**src/rtl/ps2_kempston_mouse_x_if.sv**
```systemverilog
// Z80 I/O bus view of the Kempston mouse ports.
// master drives the port address, slave answers with decode hit and data.
interface ps2_kempston_mouse_x_if;
  logic [2:0] addr;
  logic       sel;
  logic [7:0] dout;

  modport master (
    output addr,
    input  sel,
    input  dout
  );

  modport slave (
    input  addr,
    output sel,
    output dout
  );
endinterface

```
**src/rtl/ps2_kempston_mouse_x.sv**
```systemverilog
// PS/2 mouse receiver feeding Kempston X/Y/button ports.
// Optional IntelliMouse wheel support: define MOUSE_WHEEL_EN.
module ps2_kempston_mouse_x #(
  parameter int CNT_W      = 8,
  parameter int DIV_SHIFT  = 0,
  parameter int IDLE_TICKS = 3500000
) (
  input  logic             clk_sys,
  input  logic             reset,
  input  logic             ce_7mp,
  input  logic             ps2_mouse_clk,
  input  logic             ps2_mouse_data,
  input  logic             wrap_mode,
  input  logic             swap_lr,
  ps2_kempston_mouse_x_if.slave bus,
  output logic [CNT_W-1:0] x_pos,
  output logic [CNT_W-1:0] y_pos,
  output logic             pkt_strobe
);

`ifdef MOUSE_WHEEL_EN
  localparam logic [1:0] LAST = 2'd3;
`else
  localparam logic [1:0] LAST = 2'd2;
`endif
  localparam int IW = $clog2(IDLE_TICKS + 1);
  localparam int SW = CNT_W + 2;
  localparam logic [CNT_W-1:0] X_RST = {1'b1, {(CNT_W-1){1'b0}}};

  typedef enum logic {
    FRAME_IDLE,
    FRAME_BITS
  } frame_t;

  frame_t state, state_n;

  logic clk_s1, clk_s2, clk_d;
  logic dat_s1, dat_s2;
  logic fall;
  logic [IW-1:0] idle_cnt;
  logic timeout;
  logic [3:0] bit_cnt;
  logic [8:0] sr;
  logic frame_done, frame_ok;
  logic [1:0] idx;
  logic commit_pend;
  logic [2:0] btn_p;
  logic sx, sy;
  logic [7:0] b1, b2;
  logic left, right, middle;
  logic btn_a, btn_b;
  logic [3:0] wheel_nib;
  logic hit_x, hit_y, hit_b;

  // Add a (shifted) 9-bit packet delta to a position, wrapping or clamping.
  function automatic logic [CNT_W-1:0] acc(
    input logic [CNT_W-1:0] pos,
    input logic [8:0]       d,
    input logic             wrap
  );
    logic signed [8:0]    ds;
    logic signed [SW-1:0] sum;
    ds  = $signed(d) >>> DIV_SHIFT;
    sum = $signed({2'b00, pos}) + $signed({{(SW-9){ds[8]}}, ds});
    if (wrap)
      return sum[CNT_W-1:0];
    if (sum[SW-1])
      return '0;
    if (sum[SW-2:CNT_W] != '0)
      return '1;
    return sum[CNT_W-1:0];
  endfunction

  assign fall    = clk_d & ~clk_s2;
  assign timeout = (idle_cnt == IW'(IDLE_TICKS)) & ~fall;

  // Two-flop synchronisers plus a delayed clock copy for edge detection.
  always_ff @(posedge clk_sys) begin
    if (reset) begin
      clk_s1 <= 1'b1;
      clk_s2 <= 1'b1;
      clk_d  <= 1'b1;
      dat_s1 <= 1'b1;
      dat_s2 <= 1'b1;
    end else begin
      clk_s1 <= ps2_mouse_clk;
      clk_s2 <= clk_s1;
      clk_d  <= clk_s2;
      dat_s1 <= ps2_mouse_data;
      dat_s2 <= dat_s1;
    end
  end

  // Idle timer: counts enabled ticks of PS/2 clock high, any edge clears it.
  always_ff @(posedge clk_sys) begin
    if (reset)
      idle_cnt <= '0;
    else if (fall || timeout)
      idle_cnt <= '0;
    else if (clk_s2 && ce_7mp)
      idle_cnt <= idle_cnt + 1'b1;
  end

  // Frame FSM state register.
  always_ff @(posedge clk_sys) begin
    if (reset)
      state <= FRAME_IDLE;
    else
      state <= state_n;
  end

  // Frame FSM next state; flags a finished frame and its validity.
  always_comb begin
    state_n    = state;
    frame_done = 1'b0;
    frame_ok   = 1'b0;
    unique case (state)
      FRAME_IDLE: begin
        if (fall && !dat_s2)
          state_n = FRAME_BITS;
      end
      FRAME_BITS: begin
        if (fall && bit_cnt == 4'd9) begin
          frame_done = 1'b1;
          frame_ok   = (^sr) & dat_s2;
          state_n    = FRAME_IDLE;
        end else if (timeout) begin
          state_n = FRAME_IDLE;
        end
      end
      default: state_n = FRAME_IDLE;
    endcase
  end

  // Bit shifter: LSB-first data then parity; the stop bit is only inspected.
  always_ff @(posedge clk_sys) begin
    if (reset) begin
      bit_cnt <= '0;
      sr      <= '0;
    end else if (fall) begin
      if (state == FRAME_IDLE) begin
        bit_cnt <= '0;
      end else begin
        sr      <= {dat_s2, sr[8:1]};
        bit_cnt <= bit_cnt + 4'd1;
      end
    end
  end

  // Packet assembly: header check, byte storage, commit request.
  always_ff @(posedge clk_sys) begin
    if (reset) begin
      idx         <= '0;
      commit_pend <= 1'b0;
      btn_p       <= '0;
      sx          <= 1'b0;
      sy          <= 1'b0;
      b1          <= '0;
      b2          <= '0;
    end else begin
      commit_pend <= 1'b0;
      if (frame_done) begin
        if (!frame_ok) begin
          idx <= '0;
        end else if (idx == 2'd0 && !sr[3]) begin
          idx <= '0;
        end else begin
          if (idx == 2'd0) begin
            btn_p <= sr[2:0];
            sx    <= sr[4];
            sy    <= sr[5];
          end
          if (idx == 2'd1)
            b1 <= sr[7:0];
          if (idx == 2'd2)
            b2 <= sr[7:0];
          if (idx == LAST) begin
            idx         <= '0;
            commit_pend <= 1'b1;
          end else begin
            idx <= idx + 2'd1;
          end
        end
      end else if (timeout) begin
        idx <= '0;
      end
    end
  end

`ifdef MOUSE_WHEEL_EN
  logic [3:0] b3;
  logic [3:0] wheel;

  // Wheel byte capture and wrapping wheel accumulator.
  always_ff @(posedge clk_sys) begin
    if (reset) begin
      b3    <= '0;
      wheel <= '0;
    end else begin
      if (frame_done && frame_ok && idx == 2'd3)
        b3 <= sr[3:0];
      if (commit_pend)
        wheel <= wheel + b3;
    end
  end

  assign wheel_nib = wheel;
`else
  assign wheel_nib = 4'hF;
`endif

  // Commit: update positions and buttons, pulse the strobe.
  always_ff @(posedge clk_sys) begin
    if (reset) begin
      x_pos      <= X_RST;
      y_pos      <= '0;
      left       <= 1'b0;
      right      <= 1'b0;
      middle     <= 1'b0;
      pkt_strobe <= 1'b0;
    end else begin
      pkt_strobe <= commit_pend;
      if (commit_pend) begin
        x_pos  <= acc(x_pos, {sx, b1}, wrap_mode);
        y_pos  <= acc(y_pos, {sy, b2}, wrap_mode);
        left   <= btn_p[0];
        right  <= btn_p[1];
        middle <= btn_p[2];
      end
    end
  end

  assign btn_a = swap_lr ? right : left;
  assign btn_b = swap_lr ? left : right;
  assign hit_x = (bus.addr == 3'b011);
  assign hit_y = (bus.addr == 3'b111);
  assign hit_b = (bus.addr[1:0] == 2'b10);

  // Kempston port decode.
  always_comb begin
    bus.sel  = 1'b1;
    bus.dout = 8'hFF;
    unique case (1'b1)
      hit_x:   bus.dout = x_pos[7:0];
      hit_y:   bus.dout = y_pos[7:0];
      hit_b:   bus.dout = {wheel_nib, 1'b1, ~middle, ~btn_a, ~btn_b};
      default: bus.sel  = 1'b0;
    endcase
  end

endmodule
```
**src/flat_wrapper.sv**
```systemverilog
// flat-port wrapper written by rule: the top's interface ports become plain ports
module ps2_kempston_mouse_x_flat 
#(
  parameter int CNT_W      = 8,
  parameter int DIV_SHIFT  = 0,
  parameter int IDLE_TICKS = 3500000
)
  (clk_sys, reset, ce_7mp, ps2_mouse_clk, ps2_mouse_data, wrap_mode, swap_lr, x_pos, y_pos, pkt_strobe, bus_addr, bus_sel, bus_dout);
  ps2_kempston_mouse_x_if bus_i ();
  input  logic clk_sys;
  input  logic reset;
  input  logic ce_7mp;
  input  logic ps2_mouse_clk;
  input  logic ps2_mouse_data;
  input  logic wrap_mode;
  input  logic swap_lr;
  output logic [CNT_W-1:0] x_pos;
  output logic [CNT_W-1:0] y_pos;
  output logic pkt_strobe;
  input wire logic [$bits(bus_i.addr)-1:0] bus_addr;
  output wire logic [$bits(bus_i.sel)-1:0] bus_sel;
  output wire logic [$bits(bus_i.dout)-1:0] bus_dout;
  assign bus_i.addr = bus_addr;
  assign bus_sel = bus_i.sel;
  assign bus_dout = bus_i.dout;
  ps2_kempston_mouse_x #(.CNT_W(CNT_W), .DIV_SHIFT(DIV_SHIFT), .IDLE_TICKS(IDLE_TICKS)) u_core (.clk_sys(clk_sys), .reset(reset), .ce_7mp(ce_7mp), .ps2_mouse_clk(ps2_mouse_clk), .ps2_mouse_data(ps2_mouse_data), .wrap_mode(wrap_mode), .swap_lr(swap_lr), .bus(bus_i), .x_pos(x_pos), .y_pos(y_pos), .pkt_strobe(pkt_strobe));
endmodule
```
**config.mk**
```make
export PLATFORM = sky130hd
export DESIGN_NAME = ps2_kempston_mouse_x_flat
export DESIGN_NICKNAME = d
export VERILOG_FILES = /design/src/rtl/ps2_kempston_mouse_x_if.sv /design/src/rtl/ps2_kempston_mouse_x.sv /design/src/flat_wrapper.sv
export SDC_FILE = /design/constraint.sdc
export NUM_CORES = 1
export LEC_CHECK = 0
export ABC_AREA = 1
export BUFFER_PORTS_ARGS = -buffer_cell sky130_fd_sc_hd__buf_2
export CAP_MARGIN = 30
export CORE_ASPECT_RATIO = 1.25
export CORE_UTILIZATION = 40
export DETAILED_ROUTE_END_ITERATION = 16
export PLACE_DENSITY = 0.55
export SKIP_LAST_GASP = 1
export SYNTH_ARGS = -nofsm -noshare
export SYNTH_HDL_FRONTEND = slang
export SYNTH_SLANG_ARGS = --single-unit
```
**constraint.sdc**
```tcl
create_clock -name clk_sys -period 2.9 [get_ports clk_sys]
set_clock_uncertainty 0.05 [all_clocks]
set_input_delay 0.29 -clock clk_sys [delete_from_list [all_inputs] [get_ports clk_sys]]
set_output_delay 0.29 -clock clk_sys [all_outputs]
set_load 0.03 [all_outputs]
```
==> summary.md, run 1 <==
| Metric | Value |
|---|---|
| Outcome | finished clean |
| Final Cell Area | between 5000 and 6000 µm² |
| Crit path capture type | flop |
| Worst r2r src | u_core.x_pos[0] |
| Critical path's largest stage delay | between 0.4 and 0.5 ns |
| Buf/Inv on CP | 0 |
| GR Util met3 | between 1.5 and 2% |
| Fin crit period | around 2.0 ns |
| Hold Crit Class | in2reg |
| Commonest cells after routing, fill and taps aside | 188 x nand2_1, 87 x nor2_1, 85 x dfxtp_1 |
| Top-area cell type share of the netlist area | between 30% and 40% |
| Pint | 0.00185 W |
| WP data required | between 3 and 4 ns |
| Root buffer cell | clkbuf_16 |
| Net Count, Synth | a little over 700 |
| Total gr overflow | 0 |
| Commonest non-fill, non-tap cell in the layout | nand2_1 |
| TritonCTS clock tree | done |
| RSZ-0062 raised after global routing | no |
| Cell mode on critical path | nand2_1 |
| Total CTS buffers | 9 |
| Crit path cell chain | ha_1 -> fa_1 -> nand3_1 -> nand2_1 -> nand3_1 -> nand2_1 -> nand2_1 -> nand3_1 -> nand2_1 -> nand2_1 -> a21oi_1 |
| F_max | roughly 500 MHz |
| Post-route insts no fill | 855 |
| Slew margin rel. | 60.1% |
| Grt met2 use | between 30% and 40% |
| Mean post-synth cell area | around 7 µm² |
| # DRC | 0 |
| Inst Count DP | roughly 840 |
| Leakage | between 2 and 3 nW |
| Final setup fails | 0 |
| Max-slew violation count | 0 |
| CTS H-tree depth | 3 |
| DR WL/cell | between 10 and 15 µm |
| FILL cells | between 1,000 and 1,500 |
| Routed Antenna Nets | 0 |
| Input/output buffers | 35 |
| Combinational Power Share | under 10% |
| Hold Violations, Final | 0 |
| Seq cells post-synth | 85 |
| Syn-to-layout area delta | 11.8% |
| Worst EP arrival | roughly 2.3 ns |
| Clk buf depth | 2 |
| Post-synth top flop | dfxtp_1 |
| Dpl hpwl | 8330 µm |
| Final WL | roughly 11,000 µm |
| Crit path kind | reg2reg |
| Final hold slack | roughly 0.081 ns |
| CP Launch Type | flop |
| Post-CTS Setup Bufs | 0 |
| ANT cells | 0 |
| Cell Area, Synth | ~4700 µm² |
| Switching pwr | roughly 0.00054 W |
| End-of-flow core utilization | between 40% and 50% |
| CP Max Fanout | 8 |
| Worst slew pin tran | around 0.60 ns |
| Total core area | between 10,000 and 15,000 µm² |
| GRT met1 Usage | between 20% and 30% |
| Hold Path Origin | ps2_mouse_data |
| Clock Power Share | between 40% and 50% |
| Reg2Reg Depth | 11 |
| DIE WIDTH | roughly 99 µm |
| Rows | 43 |
| Final worst-path cycle share | a little over two thirds |
| Synth cell types | 43 |
| Power per cell area | around 460 nW/µm² |
| Cts hold-fix bufs | 0 |
| Layout Nets | 747 |
| Gr usage total | just under 20% |
| Worst Hold Depth | 2 |
| Busiest metal layer after global routing | met2 |
| Die Height | 123 µm |
| Largest net degree at the start of global routing | 36 |
| Syn. warnings | 0 |
| EDFF count, synth | 0 |
| Post-synthesis sequential area ratio | a little over a third |
| Cell taking the most area after synthesis | dfxtp_1 |
| Slowest CP cell | fa_1 |
| Io pins | 36 |
| TNS Setup | 0 ns |
| Worst-Skew Late Latency | between 0.3 and 0.4 ns |
| PostCTS Resize Cnt | 0 |
| Hold endpoint | u_core.dat_s1 |
| Max cap viols | 0 |
| Share of cells above drive strength 1 | a little over a tenth |
| Switching Share | approximately 22% |
| Worst flop-to-flop path endpoint | u_core.x_pos[2] |
| Clock transition at path regs | 0.06 ns |
| Initial DRC Count | approximately 140 |
| Die area | 12,100 µm² |
| Initial antenna violation count | 0 |
| Vias in the first global route | about 4,100 |
| Placer Congestion | around 0.86 |
| Clock sink count | 85 |
| Top delay family on crit path | simple AND/OR/NAND/NOR gates |
| Top post-synthesis cells by area | dfxtp_1 36%, nand2_1 15%, nor2_1 7.0%, inv_1 6.8%, a21oi_1 5.8% |
| Placed cell areas | around 4900 µm² |
| Initial cell density of the core | ~42% |
| Async S/R FF share, synth | 0% |
| Vias/cell | about 5.0 |
| Maximum vdd drop | roughly 0.23 mV |
| First-pass GRT wire length | ~19,000 µm |
| Via total after detailed routing | around 4,200 |
| Synth Instances | 683 |
| DR pass1 iterations | 4 |
| R2R Setup Slk | 0.86 ns |
| Sequential power share | 49.2% |
synth_stat cells (2+ instances only):
master	n
a21oi_1	54
buf_6	4
ha_1	20
nor2_2	2
or2_2	5
buf_2	2
nand2_1	188
nand4_1	13
nor3_1	15
inv_1	84
inv_2	3
nand3_2	3
nand2_2	5
nor2_1	87
clkbuf_1	9
clkinv_1	2
xor2_1	11
a221oi_1	5
dfxtp_1	85
nor4_1	4
nand3_1	29
xnor2_1	12
o21ai_0	19
a22oi_1	2
fa_1	2
cells by family (layout without fill, tap and decap cells):
kind of cell,after synthesis,after routing,synth area share (%)
and+or+nand+nor,357,357,32.9
adders and majority gates,22,22,6.22
AOI/OAI and AO/OA,89,89,10.5
DFF,85,85,36.5
buffers and inverters,107,144,9.62
xor gates and xnor gates,23,23,4.32
cell type report:
cell class	count	area (µm²)	share of cell area, %
Clock buffer	14	274	5.25
Clock inverter	2	16.3	0.312
Inverter	89	334	6.40
Multi-Input combinational cell	491	2520	48.2
Sequential cell	85	1700	32.6
Tap cell	135	169	3.24
Timing Repair Buffer	39	205	3.93
state kept, by name, summed over array words and instances, names as in the netlist, 2 cells and up:
signal           count
u_core.idle_cnt     22
u_core.sr            9
u_core.b1            8
u_core.b2            8
u_core.x_pos         8
u_core.y_pos         8
u_core.bit_cnt       4
u_core.btn_p         3
u_core.idx           2
worst max-delay path by stage:
stage	startpoint	endpoint	slack, ns	cells after the start
after floorplan	u_core.x_pos[0]	u_core.x_pos[3]	0.92	11
after global placement	u_core.x_pos[5]	u_core.x_pos[6]	0.89	12
after detailed placement	u_core.y_pos[0]	u_core.y_pos[2]	0.84	11
after CTS	u_core.x_pos[0]	u_core.x_pos[1]	0.83	11
after global routing	u_core.x_pos[0]	u_core.x_pos[4]	0.54	11
final	u_core.x_pos[0]	u_core.x_pos[2]	0.86	11
metrics by stage:
stage               power (W)  setup slack, ns
floorplan             0.00127            0.922
global placement      0.00130            0.888
detailed placement    0.00130            0.838
CTS                   0.00242            0.826
global route          0.00248            0.536
finish                0.00239            0.858
power by group through the flow:
stage                     clock network, W  registers (W)   logic, W
after floorplan                          0        0.00120  0.0000678
after global placement                   0        0.00120  0.0000967
after detailed placement                 0        0.00120  0.0000982
after CTS                          0.00115        0.00118  0.0000981
after global routing               0.00119        0.00118   0.000107
final                              0.00112        0.00118  0.0000966
routing by layer:
layer / part of all wire (%) / wire length [µm]
met4: 2.4 / 258
met5: 0 / 0
met1: 44 / 4760
met3: 2.0 / 223
met2: 52 / 5700
No activity file was read; power rests on OpenSTA's default activity.
==> inputs of run 2 (changes only) <==
--- a/config.mk
+++ b/config.mk
@@ -11,7 +11,7 @@
 export CORE_ASPECT_RATIO = 1.25
 export CORE_UTILIZATION = 40
 export DETAILED_ROUTE_END_ITERATION = 16
-export PLACE_DENSITY = 0.55
+export PLACE_DENSITY = 0.57
 export SKIP_LAST_GASP = 1
 export SYNTH_ARGS = -nofsm -noshare
 export SYNTH_HDL_FRONTEND = slang
==> constraint.sdc (replaced) <==
create_clock -name clk_sys -period 1.8 [get_ports clk_sys]
set_clock_uncertainty 0.05 [all_clocks]
set_input_delay 0.18 -clock clk_sys [delete_from_list [all_inputs] [get_ports clk_sys]]
set_output_delay 0.18 -clock clk_sys [all_outputs]
set_load 0.03 [all_outputs]
==> summary.md, run 2 (synthesis results as in run 1) <==
| Metric | Value |
|---|---|
| Most flop-heavy register | u_core.idle_cnt |
| Final setup fails | 2 (+2) |
| Crit path capture type | flop |
| Initial antenna violation count | 0 (unchanged) |
| GRT met1 Usage | 21.7% (-0.043 points) |
| Combinational Power Share | 4.5% (+0.5 points) |
| Rows | 43 (unchanged) |
| DIE WIDTH | 98.6 µm (unchanged) |
| Busiest metal layer after global routing | met2 |
| Routed Antenna Nets | 0 (unchanged) |
| Die Height | 123 µm (unchanged) |
| RSZ-0062 raised after global routing | yes |
| # DRC | 0 (unchanged) |
| Die area | 12,100 µm² (unchanged) |
| Commonest cells after routing, fill and taps aside | 173 x nand2_1, 85 x nor2_1, 83 x inv_1 |
| Max cap viols | 0 (unchanged) |
| Clock sink count | 85 (unchanged) |
| Input/output buffers | 35 (unchanged) |
| Hold Violations, Final | 0 (unchanged) |
| F_max | 552 MHz (+13%) |
| Total CTS buffers | 9 (unchanged) |
| Maximum vdd drop | 0.436 mV (+88%) |
| Worst r2r src | u_core.x_pos[0] |
| Placer Congestion | 0.830 (-3.6%) |
| CP Max Fanout | 8 (unchanged) |
| Layout Nets | 807 (+8.0%) |
| Pre-CTS setup slack | -0.0241 ns (-0.862 ns) |
| GR Util met3 | 3.02% (+1.1 points) |
| Total core area | 11,200 µm² (unchanged) |
| Failing checks | negative setup slack |
| Clk buf depth | 2 (unchanged) |
| Switching pwr | 0.000851 W (+59%) |
| Initial DRC Count | 148 (+2.8%) |
| Final WL | 11,300 µm (+2.9%) |
| Initial cell density of the core | 41.5% (unchanged) |
| Worst-Skew Late Latency | 0.34 ns (about the same) |
| TritonCTS clock tree | done |
| Max FFs per register | 22 (unchanged) |
| Outcome | finished, violations left |
| Max-slew violation count | 0 (unchanged) |
| Hold Path Origin | ce_7mp |
| ANT cells | 0 (unchanged) |
| Commonest non-fill, non-tap cell in the layout | nand2_1 |
| Grt met2 use | 35.3% (-2.1 points) |
| Inst Count DP | 889 (+6.0%) |
| Power per cell area | 633 nW/µm² (+38%) |
| WP data required | 2.01 ns (-1.10 ns) |
| Crit path kind | reg2reg |
| Final worst-path cycle share | 101% (+30 points) |
| Vias in the first global route | 4,012 (-2.4%) |
| Worst slew pin tran | 0.465 ns (-0.134 ns) |
| Share of cells above drive strength 1 | 25.0% (+15 points) |
| Sequential power share | 49.8% (+0.6 points) |
| TNS Setup | -0.0210 ns (-0.0210 ns) |
| Switching Share | 22.4% (-0.057 points) |
| Syn-to-layout area delta | 28.7% |
| Post-route insts no fill | 915 (+7.0%) |
| Biggest registers after layout | u_core.idle_cnt: 22 flops, u_core.sr: 9 flops |
| Pint | 0.00295 W (+59%) |
| DR pass1 iterations | 5 (+1) |
| Leakage | 2.79 nW (+12%) |
| CP Launch Type | flop |
| CTS H-tree depth | 3 (unchanged) |
| Fin crit period | 1.81 ns (-0.230 ns) |
| Clock Power Share | 45.7% (-1.0 points) |
| Slew margin rel. | 68.9% (+8.8 points) |
| Largest net degree at the start of global routing | 35 (-2.8%) |
| Critical path startpoint | u_core.x_pos[0] |
| DR WL/cell | 12.3 µm (-3.8%) |
| Via total after detailed routing | 4,440 (+4.8%) |
| First-pass GRT wire length | 18,200 µm (-2.9%) |
| Total gr overflow | 0 (unchanged) |
| Setup ws final | -0.0123 ns (-0.870 ns) |
| Worst EP arrival | 2.02 ns (-0.24 ns) |
| Vias/cell | 4.85 (-2.0%) |
| Root buffer cell | clkbuf_16 |
| Gr usage total | 19.0% (-0.53 points) |
| Dpl hpwl | 8330 µm (about the same) |
| End-of-flow core utilization | 53.4% (+7.0 points) |
| Clock transition at path regs | 0.06 ns (about the same) |
| Io pins | 36 (unchanged) |
| Hold Crit Class | in2reg |
| FILL cells | 1,094 (-4.2%) |
-- run 2: power by group through the flow --
stage | registers [W] | logic, W | clock network [W]
2_1_floorplan | 0.00193 | 0.000110 | 0
3_3_place_gp | 0.00193 | 0.000163 | 0
3_5_place_dp | 0.00193 | 0.000165 | 0
4_1_cts | 0.00189 | 0.000171 | 0.00179
5_1_grt | 0.00189 | 0.000191 | 0.00186
6_report | 0.00189 | 0.000173 | 0.00174
-- run 2: layer usage --
metal	vias up	part of all wire [%]
met5	-	0
met4	0	1.8
met3	15	2.8
met2	92	52
met1	1965	44
li1	2368	-
-- run 2: worst paths after layout --
check	to	slack, ns	cells after the start
worst min-delay path	u_core.idle_cnt[0]	0.23	5
worst max-delay path	u_core.x_pos[0]	-0.01	11
worst max register to register	u_core.x_pos[0]	-0.01	11
worst min register to register	u_core.dat_s2	0.36	1
-- run 2: stage by stage --
stage	area [µm²]	hold WS (ns)	power, W
floorplan	4700	0.234	0.00204
global placement	5350	0.316	0.00210
detailed placement	5350	0.315	0.00210
CTS	5690	0.232	0.00386
global route	6010	0.254	0.00394
finish	6010	0.231	0.00380
-- run 2: area by class of cell --
type                       count  area [µm²]  share of cell area (%)
timing repair buffer          99         701                    11.7
multi-input combinational    491        2800                    46.6
clock buffer                  13         260                    4.33
inverter                      89         334                    5.56
sequential                    85        1730                    28.7
clock inverter                 3        20.0                   0.333
tap                          135         169                    2.81
-- run 2: what timing repair did --
action / 4_1_cts / 5_1_grt
cloned: 0 / 1
hold endpoints to repair: 3 / 0
pin swaps: 0 / 18
gates resized for setup: 6 / 57
setup buffers: 0 / 6
hold buffers: 3 / 0
setup endpoints to repair: 14 / 43
-- run 2: critical path: stages, from the launching register on --
cell and delay [ns]:
dfxtp_4 0.35, ha_4 0.16, fa_2 0.36, nand3_2 0.10, nand2_2 0.08, nand3_2 0.08, nand2_1 0.06, nand2_2 0.07
nand3_4 0.14, nand2_2 0.10, nand2_1 0.05, a21oi_1 0.13
==> inputs of run 3 (changes only) <==
--- a/config.mk
+++ b/config.mk
@@ -5,14 +5,12 @@
 export SDC_FILE = /design/constraint.sdc
 export NUM_CORES = 1
 export LEC_CHECK = 0
-export ABC_AREA = 1
 export BUFFER_PORTS_ARGS = -buffer_cell sky130_fd_sc_hd__buf_2
 export CAP_MARGIN = 30
 export CORE_ASPECT_RATIO = 1.25
 export CORE_UTILIZATION = 40
 export DETAILED_ROUTE_END_ITERATION = 16
 export PLACE_DENSITY = 0.57
-export SKIP_LAST_GASP = 1
 export SYNTH_ARGS = -nofsm -noshare
 export SYNTH_HDL_FRONTEND = slang
 export SYNTH_SLANG_ARGS = --single-unit
==> summary.md, run 3 <==
| Metric | Value |
|---|---|
| Outcome | finished, violations left |
| Failing checks | negative setup slack |
| Final Cell Area | 6170 µm² (+2.7%) |
| Clock Power Share | 49.1% (+3.4 points) |
| Fin crit period | 2.20 ns (+0.386 ns) |
| Final WL | 10,800 µm (-4.0%) |
| Seq cells post-synth | 85 (unchanged) |
| Root buffer cell | clkbuf_16 |
| Async S/R FF share, synth | 0% (unchanged) |
| CP Launch Type | flop |
| Critical path's largest stage delay | 0.36 ns (about the same) |
| Most instantiated cells after synthesis | 85 x dfxtp_1, 71 x nor2_1, 57 x nand2_1, 35 x mux2i_1, 33 x a21oi_1 |
| Cell taking the most area after synthesis | dfxtp_1 |
| Hold Crit Class | in2reg |
| Maximum vdd drop | 0.424 mV (-2.8%) |
| Clock sink count | 85 (unchanged) |
| Leakage | 2.56 nW (-8.3%) |
| Routed Antenna Nets | 0 (unchanged) |
| First-pass GRT wire length | 17,700 µm (-2.6%) |
| EDFF count, synth | 0 (unchanged) |
| Cell Area, Synth | 4280 µm² (-8.3%) |
| Top post-synthesis cells by area | dfxtp_1 40%, mux2i_1 8.2%, nor2_1 6.2%, ha_1 5.8%, nand2_1 5.0% |
| Pint | 0.00316 W (+6.9%) |
| Commonest cells after routing, fill and taps aside | 118 x buf_4, 70 x nor2_1, 62 x dfxtp_1 |
| Total gr overflow | 0 (unchanged) |
| Total core area | 10,300 µm² (-8.8%) |
| Most frequent cell after synthesis | dfxtp_1 |
| Net Count, Synth | 523 (-27%) |
| Total CTS buffers | 9 (unchanged) |
| Worst slew pin tran | 0.585 ns (+0.121 ns) |
| Max FFs per register | 22 (unchanged) |
| Biggest registers after layout | u_core.idle_cnt: 22 flops, u_core.sr: 9 flops |
| Layout Nets | 673 (-17%) |
| Setup ws final | -0.399 ns (-0.386 ns) |
| Pre-CTS setup slack | -0.454 ns (-0.429 ns) |
| RSZ-0062 raised after global routing | yes |
| DR pass1 iterations | 4 (-1) |
| WP data required | 2.00 ns (about the same) |
| Switching pwr | 0.000861 W (+1.1%) |
| Placer Congestion | 0.821 (-1.0%) |
| Max-slew violation count | 0 (unchanged) |
| Final setup fails | 40 (+38) |
| Post-synth top flop | dfxtp_1 |
| Crit path cell chain | ha_4 -> fa_2 -> a211o_1 -> a21oi_2 -> a2bb2oi_2 -> mux2i_4 -> buf_12 -> nor2_1 -> o32ai_1 |
| Vias/cell | 5.08 (+4.7%) |
| Initial DRC Count | 84 (-43%) |
| CP Max Fanout | 6 (-2) |
| Inst Count DP | 751 (-16%) |
| DR WL/cell | 14.0 µm (+13%) |
| Most flop-heavy register | u_core.idle_cnt |
| Dpl hpwl | 8120 µm (-2.5%) |
| Mean post-synth cell area | 8.72 µm² (+28%) |
| Final worst-path cycle share | 122% (+21 points) |
| Syn-to-layout area delta | 44.1% |
| Top-area cell type share of the netlist area | 39.7% (+3.3 points) |
| Worst-Skew Late Latency | 0.34 ns (about the same) |
| CTS H-tree depth | 3 (unchanged) |
| Synth cell types | 52 (+21%) |
| Commonest non-fill, non-tap cell in the layout | buf_4 |
| F_max | 455 MHz (-18%) |
| Switching Share | 21.4% (-0.96 points) |
| Largest net degree at the start of global routing | 61 (+74%) |
| Placed cell areas | 5610 µm² (+5.0%) |
| Share of cells above drive strength 1 | 38.2% (+13 points) |
| Die Height | 118 µm (-4.2%) |
| Vias in the first global route | 3,780 (-5.8%) |
| Hold Violations, Final | 0 (unchanged) |
| Crit path capture type | flop |
| Worst EP arrival | 2.40 ns (+0.38 ns) |
| Syn. warnings | 0 (unchanged) |
| Via total after detailed routing | 3,939 (-11%) |
| DIE WIDTH | 94.5 µm (-4.1%) |
| Io pins | 36 (unchanged) |
| Clock transition at path regs | 0.06 ns (about the same) |
| Die area | 11,100 µm² (-8.1%) |
| # DRC | 0 (unchanged) |
| Clk buf depth | 2 (unchanged) |
| Input/output buffers | 35 (unchanged) |
| Slowest CP cell | fa_2 |
| Combinational Power Share | 3.8% (-0.7 points) |
| Rows | 41 (-4.7%) |
| Synth Instances | 491 (-28%) |
| Crit path kind | reg2reg |
| ANT cells | 0 (unchanged) |
| TNS Setup | -11.02 ns (-11.00 ns) |
| Power per cell area | 651 nW/µm² (+2.8%) |
| Slew margin rel. | 60.9% (-8.0 points) |
| Post-synthesis sequential area ratio | 39.7% (+3.3 points) |
| Initial cell density of the core | 41.7% (+0.22 points) |
| Post-route insts no fill | 775 (-15%) |
| Gr usage total | 20.4% (+1.4 points) |
| Initial antenna violation count | 0 (unchanged) |
| TritonCTS clock tree | done |
| Max cap viols | 0 (unchanged) |
| Sequential power share | 47.0% (-2.8 points) |
==> run 3: cell types whose count changed in the layout (fill, tap and decap cells not counted), moves of 19 or more <==
cell,delta
mux2i_1,+34
buf_4,+61
a21oi_1,-19
nand2_2,-19
inv_1,-69
nand2_1,-117
==> run 3: per-stage QoR <==
stage                     util, %  hold WS, ns  total power (W)
final                        60.1       0.0966          0.00402
after global routing         60.1       0.0992          0.00415
after CTS                    59.6       0.0929          0.00407
after detailed placement     54.7        0.317          0.00209
after global placement       54.7        0.314          0.00208
after floorplan                 -        0.234          0.00203
==> run 3: cell families after synthesis <==
family / count (synthesis) / synth area share [%]
flip-flops: 85 / 39.7
AO/OA/AOI/OAI: 84 / 12.7
XOR/XNOR: 37 / 7.89
buffers and inverters: 36 / 3.33
AND/OR/NAND/NOR: 191 / 21.1
multiplexers: 36 / 8.45
adder cells (fa/ha/maj): 22 / 6.78
==> run 3: final cells by class <==
| class | count | area (µm²) |
|---|---|---|
| fillers | 916 | 4090 |
| repair buffers | 161 | 1170 |
| clock inverters | 6 | 87.6 |
| well taps | 129 | 161 |
| clock buffers | 10 | 229 |
| flip-flops and latches | 85 | 1740 |
| multi-input cells | 370 | 2720 |
| inverters | 14 | 52.6 |
==> run 3: path summary, 6_finish.rpt <==
check | startpoint | end | slack (ns) | cells past startpoint
max reg2reg | u_core.x_pos[0] | u_core.x_pos[1] | -0.40 | 9
min reg2reg | u_core.dat_s1 | u_core.dat_s2 | 0.36 | 1
max | u_core.x_pos[0] | u_core.x_pos[1] | -0.40 | 9
min | ce_7mp | u_core.idle_cnt[1] | 0.1 | 3
==> run 3: routing by layer <==
metal	wire (µm)	vias up	share of wire [%]	global-route usage, %
li1	-	2017	-	-
met1	4580	1854	42	23.1
met2	5760	53	53	37.6
met3	310	15	2.9	3.55
met4	173	0	1.6	6.82
met5	0	-	0	0
==> run 3: what timing repair did <==
item | 4_1_cts | 5_1_grt
pin swaps | 21 | 20
setup buffers | 8 | 1
endpoints found under the hold margin | 2 | 0
endpoints found under the setup margin | 41 | 48
gates cloned | 1 | 0
hold buffers | 2 | 0
resized for setup | 29 | 12
==> run 3: power by group through the flow <==
stage	Combinational, W	Sequential, W	Clock [W]
after detailed placement	0.000152	0.00194	0
after global placement	0.000150	0.00194	0
final	0.000154	0.00189	0.00197
after floorplan	0.0000962	0.00193	0
after CTS	0.000156	0.00189	0.00202
after global routing	0.000170	0.00189	0.00210
==> run 3: critical path, delay by kind of cell, from the launching register on <==
family                     cells  cell delay, ns
AOI/OAI and AO/OA              4            0.78
adders and majority gates      2            0.52
buffers and inverters          1            0.14
DFF                            1            0.35
muxes                          1            0.23
and+or+nand+nor                1            0.04
